`src/rtl/uart_pkg.sv`:
```
// rtl/uart_pkg.sv - shared UART receiver constants and FSM encoding (UART_RX_PARITY_EN adds PARITY)
package uart_pkg;

    localparam int OVERSAMPLE = 16;
    localparam int MID_SAMPLE = 7;

`ifdef UART_RX_PARITY_EN
    typedef enum logic [2:0] {
        ST_IDLE   = 3'd0,
        ST_START  = 3'd1,
        ST_DATA   = 3'd2,
        ST_PARITY = 3'd3,
        ST_STOP   = 3'd4
    } state_t;
    localparam state_t ST_AFTER_DATA = ST_PARITY;
`else
    typedef enum logic [2:0] {
        ST_IDLE   = 3'd0,
        ST_START  = 3'd1,
        ST_DATA   = 3'd2,
        ST_STOP   = 3'd4
    } state_t;
    localparam state_t ST_AFTER_DATA = ST_STOP;
`endif

endpackage

```
`src/rtl/uart_rx_if.sv`:
```
// rtl/uart_rx_if.sv - received-word bundle between the receiver FSM and its consumer
interface uart_rx_if #(
    parameter int NB_DATA = 8
) ();

    logic [NB_DATA-1:0] data;
    logic               rx_done;
    logic               frame_err;
    logic               parity_err;

    modport master (output data, rx_done, frame_err, parity_err);
    modport slave  (input  data, rx_done, frame_err, parity_err);

endinterface

```
`src/rtl/sync_2ff.sv`:
```
// rtl/sync_2ff.sv - two-flop synchronizer with configurable reset level
module sync_2ff #(
    parameter logic RESET_VAL = 1'b1
) (
    input  logic i_clk,
    input  logic i_reset,
    input  logic i_d,
    output logic o_q
);

    logic meta;

    always_ff @(posedge i_clk or posedge i_reset) begin
        if (i_reset) begin
            meta <= RESET_VAL;
            o_q  <= RESET_VAL;
        end else begin
            meta <= i_d;
            o_q  <= meta;
        end
    end

endmodule

```
`src/rtl/uart_rx_fsm.sv`:
```
// rtl/uart_rx_fsm.sv - oversampled frame FSM; UART_RX_PARITY_EN enables the even-parity bit
module uart_rx_fsm
    import uart_pkg::*;
#(
    parameter int NB_DATA = 8,
    parameter int SB_TICK = 16
) (
    input  logic      i_clk,
    input  logic      i_reset,
    input  logic      i_tick,
    input  logic      rx_s,
    uart_rx_if.master rx_bus
);

    localparam int NW = (NB_DATA > 1) ? $clog2(NB_DATA) : 1;
    // Tick counter widens only when the stop period exceeds one bit time
    localparam int SW = (SB_TICK > OVERSAMPLE) ? $clog2(SB_TICK) : 4;

    localparam logic [SW-1:0] S_MID  = SW'(MID_SAMPLE);
    localparam logic [SW-1:0] S_LAST = SW'(OVERSAMPLE - 1);
    localparam logic [SW-1:0] S_STOP = SW'(SB_TICK - 1);
    localparam logic [NW-1:0] N_LAST = NW'(NB_DATA - 1);

    state_t               state, state_n;
    logic [SW-1:0]        s_cnt, s_cnt_n;
    logic [NW-1:0]        n_cnt, n_cnt_n;
    logic [NB_DATA-1:0]   b_reg, b_n;
    logic [NB_DATA-1:0]   data_q, data_n;
    logic                 done_q, done_n;
    logic                 ferr_q, ferr_n;
`ifdef UART_RX_PARITY_EN
    logic                 par_q, par_n;
    logic                 perr_q, perr_n;
`endif

    always_ff @(posedge i_clk or posedge i_reset) begin
        if (i_reset) begin
            state  <= ST_IDLE;
            s_cnt  <= '0;
            n_cnt  <= '0;
            b_reg  <= '0;
            data_q <= '0;
            done_q <= 1'b0;
            ferr_q <= 1'b0;
`ifdef UART_RX_PARITY_EN
            par_q  <= 1'b0;
            perr_q <= 1'b0;
`endif
        end else begin
            state  <= state_n;
            s_cnt  <= s_cnt_n;
            n_cnt  <= n_cnt_n;
            b_reg  <= b_n;
            data_q <= data_n;
            done_q <= done_n;
            ferr_q <= ferr_n;
`ifdef UART_RX_PARITY_EN
            par_q  <= par_n;
            perr_q <= perr_n;
`endif
        end
    end

    always_comb begin
        state_n = state;
        case (state)
            ST_IDLE:   if (!rx_s) state_n = ST_START;
            ST_START:  if (i_tick && s_cnt == S_MID) state_n = rx_s ? ST_IDLE : ST_DATA;
            ST_DATA:   if (i_tick && s_cnt == S_LAST && n_cnt == N_LAST) state_n = ST_AFTER_DATA;
`ifdef UART_RX_PARITY_EN
            ST_PARITY: if (i_tick && s_cnt == S_LAST) state_n = ST_STOP;
`endif
            ST_STOP:   if (i_tick && s_cnt == S_STOP) state_n = ST_IDLE;
            default:   state_n = ST_IDLE;
        endcase
    end

    always_comb begin
        s_cnt_n = s_cnt;
        n_cnt_n = n_cnt;
        b_n     = b_reg;
        data_n  = data_q;
        done_n  = 1'b0;
        ferr_n  = ferr_q;
`ifdef UART_RX_PARITY_EN
        par_n   = par_q;
        perr_n  = perr_q;
`endif
        case (state)
            ST_IDLE: if (!rx_s) s_cnt_n = '0;
            ST_START: if (i_tick) begin
                if (s_cnt == S_MID) begin
                    s_cnt_n = '0;
                    n_cnt_n = '0;
                end else begin
                    s_cnt_n = s_cnt + SW'(1);
                end
            end
            ST_DATA: if (i_tick) begin
                if (s_cnt == S_LAST) begin
                    s_cnt_n = '0;
                    b_n     = {rx_s, b_reg[NB_DATA-1:1]};
                    if (n_cnt != N_LAST) n_cnt_n = n_cnt + NW'(1);
                end else begin
                    s_cnt_n = s_cnt + SW'(1);
                end
            end
`ifdef UART_RX_PARITY_EN
            ST_PARITY: if (i_tick) begin
                if (s_cnt == S_LAST) begin
                    s_cnt_n = '0;
                    par_n   = (^b_reg) ^ rx_s;
                end else begin
                    s_cnt_n = s_cnt + SW'(1);
                end
            end
`endif
            // Results land one cycle after the stop sample, together with the done pulse
            ST_STOP: if (i_tick) begin
                if (s_cnt == S_STOP) begin
                    s_cnt_n = '0;
                    data_n  = b_reg;
                    done_n  = 1'b1;
                    ferr_n  = ~rx_s;
`ifdef UART_RX_PARITY_EN
                    perr_n  = par_q;
`endif
                end else begin
                    s_cnt_n = s_cnt + SW'(1);
                end
            end
            default: s_cnt_n = '0;
        endcase
    end

    assign rx_bus.data      = data_q;
    assign rx_bus.rx_done   = done_q;
    assign rx_bus.frame_err = ferr_q;
`ifdef UART_RX_PARITY_EN
    assign rx_bus.parity_err = perr_q;
`else
    assign rx_bus.parity_err = 1'b0;
`endif

endmodule

```
`src/rtl/uart_rx.sv`:
```
// rtl/uart_rx.sv - UART receiver top: input synchronizer plus frame FSM (UART_RX_PARITY_EN selects parity)
module uart_rx #(
    parameter int NB_DATA = 8,
    parameter int SB_TICK = 16
) (
    input  logic               i_clk,
    input  logic               i_reset,
    input  logic               i_tick,
    input  logic               i_rx,
    output logic [NB_DATA-1:0] o_data,
    output logic               o_rx_done,
    output logic               o_frame_err,
    output logic               o_parity_err
);

    logic rx_s;

    uart_rx_if #(.NB_DATA(NB_DATA)) rx_bus ();

    sync_2ff #(.RESET_VAL(1'b1)) u_sync (
        .i_clk   (i_clk),
        .i_reset (i_reset),
        .i_d     (i_rx),
        .o_q     (rx_s)
    );

    uart_rx_fsm #(
        .NB_DATA (NB_DATA),
        .SB_TICK (SB_TICK)
    ) u_fsm (
        .i_clk   (i_clk),
        .i_reset (i_reset),
        .i_tick  (i_tick),
        .rx_s    (rx_s),
        .rx_bus  (rx_bus)
    );

    assign o_data       = rx_bus.data;
    assign o_rx_done    = rx_bus.rx_done;
    assign o_frame_err  = rx_bus.frame_err;
    assign o_parity_err = rx_bus.parity_err;

endmodule

```
`config.mk`:
```
export PLATFORM = sky130hd
export DESIGN_NAME = uart_rx
export DESIGN_NICKNAME = d
export VERILOG_FILES = /design/src/rtl/uart_pkg.sv /design/src/rtl/uart_rx_if.sv /design/src/rtl/sync_2ff.sv /design/src/rtl/uart_rx_fsm.sv /design/src/rtl/uart_rx.sv
export SDC_FILE = /design/constraint.sdc
export NUM_CORES = 1
export LEC_CHECK = 0
export ABC_AREA = 1
export BUFFER_PORTS_ARGS = -buffer_cell sky130_fd_sc_hd__buf_2
export CAP_MARGIN = 20
export CORE_MARGIN = 2
export CORE_UTILIZATION = 35
export CTS_CLUSTER_SIZE = 25
export DETAILED_ROUTE_END_ITERATION = 10
export SLEW_MARGIN = 20
export SYNTH_ARGS = -nofsm -noshare
export SYNTH_HDL_FRONTEND = slang
export SYNTH_SLANG_ARGS = --single-unit
```
`constraint.sdc`:
```
create_clock -name i_clk -period 1.8 [get_ports i_clk]
set_input_delay 0.09 -clock i_clk [delete_from_list [all_inputs] [get_ports i_clk]]
set_output_delay 0.09 -clock i_clk [all_outputs]
set_load 0.005 [all_outputs]
```
==> out/summary.txt, run 1 <==
status -> finished, final reports clean
library cells used by synthesis -> 22
Synth Cell Area -> 1520 sq um
critical path's largest stage delay -> 0.41 ns
overflow left after global routing -> 0
crit path launch type -> register
CP Max Fanout -> 16
DP Wirelength -> 1.87 mm
Slew Limit Fails -> 0
number of diodes -> 0
width of the die -> 70.0 um
Crit. End Element -> register
area occupied by multi-input gates -> 646 sq um
Levels on crit path -> 8
leading cell type in the layout, fill and taps excluded -> nand2_1
PortBufs -> 13
global-route wire length before repair -> 4.84 mm
min cycle time layout -> 1.58 ns
Die H -> 70.0 um
clock-pin slew on the worst setup and hold paths -> 0.06 ns
synthesized instance count -> 173
RSZ-0062 raised after global routing -> false
CTS tree -> done
syn nets -> 180
H-tree levels -> 2
register area -> 753 sq um
vias -> 1129
R2R cell count -> 8
worst r2r src -> u_fsm.s_cnt[0]$_DFFE_PP0P_
final instance area -> 1750 sq um
Initial DRC Count -> 76
die area -> 4900 sq um
reg2reg end -> u_fsm.b_reg[0]$_DFFE_PP0P_
hold wc startpoint -> i_tick
root buffer cell -> clkbuf_8
Highest Clock Rate -> 0.632 GHz
placer congestion estimate -> 0.819
max-cap violation count -> 0
worst skew pair latency -> 0.28 ns
# IOs -> 15
Finished Layout Cells -> 243
Hold Path Sink -> u_fsm.s_cnt[1]$_DFFE_PP0P_
CTS max path bufs -> 2
WHS Path Cells -> 5
hold_buf cts -> 2
Worst R2R Setup Slack -> 0.22 ns
setup bufs post-CTS -> 0
CP arrival -> 1.75 ns
fill count -> 408
DRC -> 0
post-route core utilization -> 0.429
Placed Area -> 1620 sq um
Setup TNS -> 0 ns
Hold WS -> 0.258 ns
post-cts resize count -> 0
Seq/Total Area, Yosys -> 0.494
vias per cell -> 4.65
cells along the critical path -> ha_1 -> nand3_2 -> nor2_4 -> inv_2 -> nor2_8 -> inv_1 -> nand2_1 -> o21ai_1
pin count of the biggest net entering global routing -> 31
most frequent cells in the layout -> nand2_1, dfrtp_1, inv_1
Peak supply drop -> 0.399 mV
Routed Antenna Nets -> 0
Inst Count DP -> 234
top cell family by delay on the critical path -> simple AND/OR/NAND/NOR gates
CTS sink count -> 30
Nets -> 200
Hold Vio Cnt, Final -> 0
DR pass1 iterations -> 4
Site Rows -> 23
final WL -> 2.69 mm
CP Data Required Time -> 1.97 ns
Synth Register Bits -> 30
Total GRT Usage -> 0.127
final setup fails -> 0
Synthesis Warnings -> 0
fraction of layout cells with a size suffix above 1 -> 0.244
core area -> 4090 sq um
Hold Path Class -> in -> reg
syn_area_per_cell -> 8.81 sq um
critical path class -> reg -> reg
Clock Skews -> 0.00345 ns
Layout Area Growth over Synthesis -> 15.0%
vias in the first global route -> 1043
leakage power -> 0.946 nW
initial core utilization -> 0.373
PD cells -> 1170 nW/um^2
crit share post-route -> 0.879
number of CTS-inserted buffers -> 5
Slowest-stage cell, CP -> dfrtp_1
Crit path buffers/inverters -> 2
antenna violations before repair -> 0
Routed WL per cell -> 11.1 um
[per-stage QoR]
| step | setup WS [ns] | total power [mW] |
|---|---|---|
| 6_report | 0.218 | 2.05 |
| 4_1_cts | 0.211 | 2.07 |
| 3_5_place_dp | 0.237 | 1.37 |
| 5_1_grt | 0.0923 | 2.21 |
| 3_3_place_gp | 0.279 | 1.37 |
| 2_1_floorplan | 0.420 | 1.25 |
[kinds of logic (layout without fill, tap and decap cells)]
logic type,Yosys count,count (layout),share of synthesized area
buffers and inverters,26,46,0.0821
flip-flops,30,30,0.494
adder cells (fa/ha/maj),3,3,0.0246
AO/OA/AOI/OAI,25,25,0.109
AND/OR/NAND/NOR,88,88,0.287
other,1,1,0.00246
[power breakdown]
group          leakage [nW]  switching [mW]  internal (mW)  total, mW
clock                0.0573           0.249          0.442      0.692
sequential            0.389          0.0871          0.740      0.827
combinational         0.500           0.354          0.177      0.532
total                 0.946           0.691           1.36       2.05
[how the worst max path moves through the flow]
stage / from / end
detailed placement: u_fsm.s_cnt[0]$_DFFE_PP0P_ / u_fsm.b_reg[0]$_DFFE_PP0P_
global placement: u_fsm.s_cnt[0]$_DFFE_PP0P_ / u_fsm.b_reg[0]$_DFFE_PP0P_
CTS: u_fsm.s_cnt[0]$_DFFE_PP0P_ / u_fsm.b_reg[0]$_DFFE_PP0P_
global route: u_fsm.s_cnt[0]$_DFFE_PP0P_ / u_fsm.b_reg[0]$_DFFE_PP0P_
floorplan: u_fsm.s_cnt[0]$_DFFE_PP0P_ / u_fsm.b_reg[4]$_DFFE_PP0P_
finish: u_fsm.s_cnt[0]$_DFFE_PP0P_ / u_fsm.b_reg[0]$_DFFE_PP0P_
[synthesized netlist by cell type, drive strengths merged]
cell type  count  area (sq um)
dfstp          2          52.6
conb           1          3.75
nand2         53           206
ha             3          37.5
nand3         17           125
o21ai         25           166
buf            3          38.8
nand4          5          31.3
nor2          13          75.1
inv           23          86.3
dfrtp         28           701
[tightest hold or removal path: cells and delay by family]
kind | cells | cell delay (ns)
buffers and inverters | 2 | 0.18
and+or+nand+nor | 3 | 0.23
[cell type report]
type | instances | area share
clock buffers | 6 | 0.0471
well taps | 50 | 0.0357
repair buffers | 16 | 0.0528
clock inverters | 1 | 0.0171
flip-flops and latches | 30 | 0.430
inverters | 23 | 0.0493
multi-input cells | 117 | 0.368
[per-layer routing]
metal,share of wire,GRT usage
met1,0.50,0.169
met2,0.44,0.182
met3,0.034,0.0433
met4,0.024,0.0641
met5,0,0
Power figures use the tool's default switching activity.
==> run 2: changes to the inputs <==
==> constraint.sdc (replaced) <==
create_clock -name i_clk -period 1.9 [get_ports i_clk]
set_input_delay 0.095 -clock i_clk [delete_from_list [all_inputs] [get_ports i_clk]]
set_output_delay 0.095 -clock i_clk [all_outputs]
set_load 0.005 [all_outputs]
==> run 2 against run 1 <==
Against the previous run: die area unchanged; critical path depth unchanged; worst setup slack better by 0.11 ns; largest power group unchanged; critical path type unchanged; utilization down 0.52 points; global-route usage down 0.33 points.
==> out/summary.txt, run 2 (synthesis gave the netlist of run 1 again) <==
status -> finished, final reports clean
overflow left after global routing -> 0 (unchanged)
Crit. End Element -> register
most frequent cells in the layout -> nand2_1, dfrtp_1, inv_1
crit path from -> u_fsm.s_cnt[0]$_DFFE_PP0P_
CP Data Required Time -> 2.07 ns (+0.10 ns)
clock-pin slew on the worst setup and hold paths -> 0.06 ns (about the same)
Hold Path Class -> in -> reg
Int Power -> 1.16 mW (-15%)
switching portion of total power -> 0.361 (+0.0240)
Routed WL per cell -> 10.8 um (-2.0%)
reg2reg end -> u_fsm.b_reg[0]$_DFFE_PP0P_
pin count of the biggest net entering global routing -> 31 (unchanged)
DRC -> 0 (unchanged)
H-tree levels -> 2 (unchanged)
CTS sink count -> 30 (unchanged)
min cycle time layout -> 1.57 ns (-0.00749 ns)
hold_buf cts -> 2 (unchanged)
setup bufs post-CTS -> 0 (unchanged)
Slew Limit Fails -> 0 (unchanged)
vias in the first global route -> 1059 (+1.5%)
global-route wire length before repair -> 4.72 mm (-2.6%)
Worst R2R Setup Slack -> 0.33 ns (+0.11 ns)
final instance area -> 1730 sq um (-1.2%)
DR pass1 iterations -> 4 (unchanged)
Peak supply drop -> 0.334 mV (-16%)
crit share post-route -> 0.829 (-0.0502)
P_sw -> 0.656 mW (-5.1%)
Layout Area Growth over Synthesis -> 13.6%
crit path launch type -> register
die area -> 4900 sq um (unchanged)
Highest Clock Rate -> 0.635 GHz (+0.48%)
crit path to -> u_fsm.b_reg[0]$_DFFE_PP0P_
Site Rows -> 23 (unchanged)
initial core utilization -> 0.373 (unchanged)
number of diodes -> 0 (unchanged)
register area -> 753 sq um (unchanged)
CP Max Fanout -> 16 (unchanged)
vias per cell -> 4.61 (-0.76%)
PortBufs -> 13 (unchanged)
worst skew pair latency -> 0.29 ns (about the same)
number of CTS-inserted buffers -> 5 (unchanged)
Routed Antenna Nets -> 0 (unchanged)
CP arrival -> 1.75 ns (about the same)
fill count -> 410 (+0.49%)
Placed Area -> 1620 sq um (unchanged)
final setup fails -> 0 (unchanged)
DP Wirelength -> 1.83 mm (-2.1%)
Die H -> 70.0 um (unchanged)
Total GRT Usage -> 0.124 (-0.00326)
PD cells -> 1050 nW/um^2 (-10%)
Clock Skews -> 0.00353 ns (+0.0000793 ns)
core area -> 4090 sq um (unchanged)
Reg power frac -> 0.431 (+0.028)
# IOs -> 15 (unchanged)
final WL -> 2.64 mm (-1.6%)
final worst slack -> 0.325 ns (+0.107 ns)
root buffer cell -> clkbuf_8
Setup TNS -> 0 ns (unchanged)
leakage power -> 0.937 nW (-0.96%)
post-cts resize count -> 0 (unchanged)
vias -> 1125 (-0.35%)
CTS tree -> done
worst r2r src -> u_fsm.s_cnt[0]$_DFFE_PP0P_
RSZ-0062 raised after global routing -> false
R2R cell count -> 8 (unchanged)
combinational share of power -> 0.277 (+0.018)
critical path class -> reg -> reg
fraction of layout cells with a size suffix above 1 -> 0.242 (-0.00126)
Initial DRC Count -> 86 (+13%)
Post-Place Worst Slack -> 0.336 ns (+0.0995 ns)
Clock power frac -> 0.293 (-0.044)
leading cell type in the layout, fill and taps excluded -> nand2_1
antenna violations before repair -> 0 (unchanged)
area occupied by multi-input gates -> 646 sq um (unchanged)
width of the die -> 70.0 um (unchanged)
CTS max path bufs -> 2 (unchanged)
placer congestion estimate -> 0.820 (about the same)
Nets -> 200 (unchanged)
Hold Vio Cnt, Final -> 0 (unchanged)
max-cap violation count -> 0 (unchanged)
## run 2: cell type report
class | count | share of cell area
well taps | 50 | 0.0361
clock buffers | 7 | 0.0499
repair buffers | 16 | 0.0535
inverters | 23 | 0.0499
multi-input cells | 117 | 0.373
clock inverters | 1 | 0.00289
flip-flops and latches | 30 | 0.435
## run 2: metrics by stage
| stage | utilization | std cells | hold slack [ns] | total power [mW] |
|---|---|---|---|---|
| 2_1_floorplan | - | 173 | 0.0995 | 1.19 |
| 3_3_place_gp | 0.397 | 234 | 0.195 | 1.30 |
| 3_5_place_dp | 0.397 | 234 | 0.190 | 1.29 |
| 4_1_cts | 0.424 | 244 | 0.255 | 1.83 |
| 5_1_grt | 0.424 | 244 | 0.282 | 1.94 |
| 6_report | 0.424 | 244 | 0.257 | 1.82 |
## run 2: layer usage
metal / global-route usage / share of wire
met1: 0.165 / 0.50
met2: 0.172 / 0.42
met3: 0.0346 / 0.048
met4: 0.0833 / 0.029
met5: 0 / 0
## run 2: critical path, stage by stage (launching register included)
cell,delay (ns)
dfrtp_1,0.40
ha_1,0.22
nand3_2,0.16
nor2_4,0.17
inv_2,0.09
nor2_8,0.22
inv_1,0.09
nand2_1,0.06
o21ai_1,0.05
## run 2: how the worst min path moves through the flow
stage	startpoint	to	depth (start not counted)
final	i_tick	u_fsm.state[0]$_DFFE_PP0P_	4
after global routing	i_tick	u_fsm.s_cnt[1]$_DFFE_PP0P_	5
after CTS	i_tick	u_fsm.state[0]$_DFFE_PP0P_	4
after detailed placement	i_reset	u_fsm.state[0]$_DFFE_PP0P_	3
after global placement	i_reset	u_fsm.state[0]$_DFFE_PP0P_	3
after floorplan	i_rx	u_sync.meta$_DFF_PP1_	0
## run 2: power by group through the flow
stage                     Combinational [mW]  Sequential (mW)  Clock, mW
after global routing                   0.579            0.792      0.571
after global placement                 0.506            0.792          0
final                                  0.503            0.782      0.531
after detailed placement               0.501            0.792          0
after floorplan                        0.410            0.778          0
after CTS                              0.508            0.782      0.542
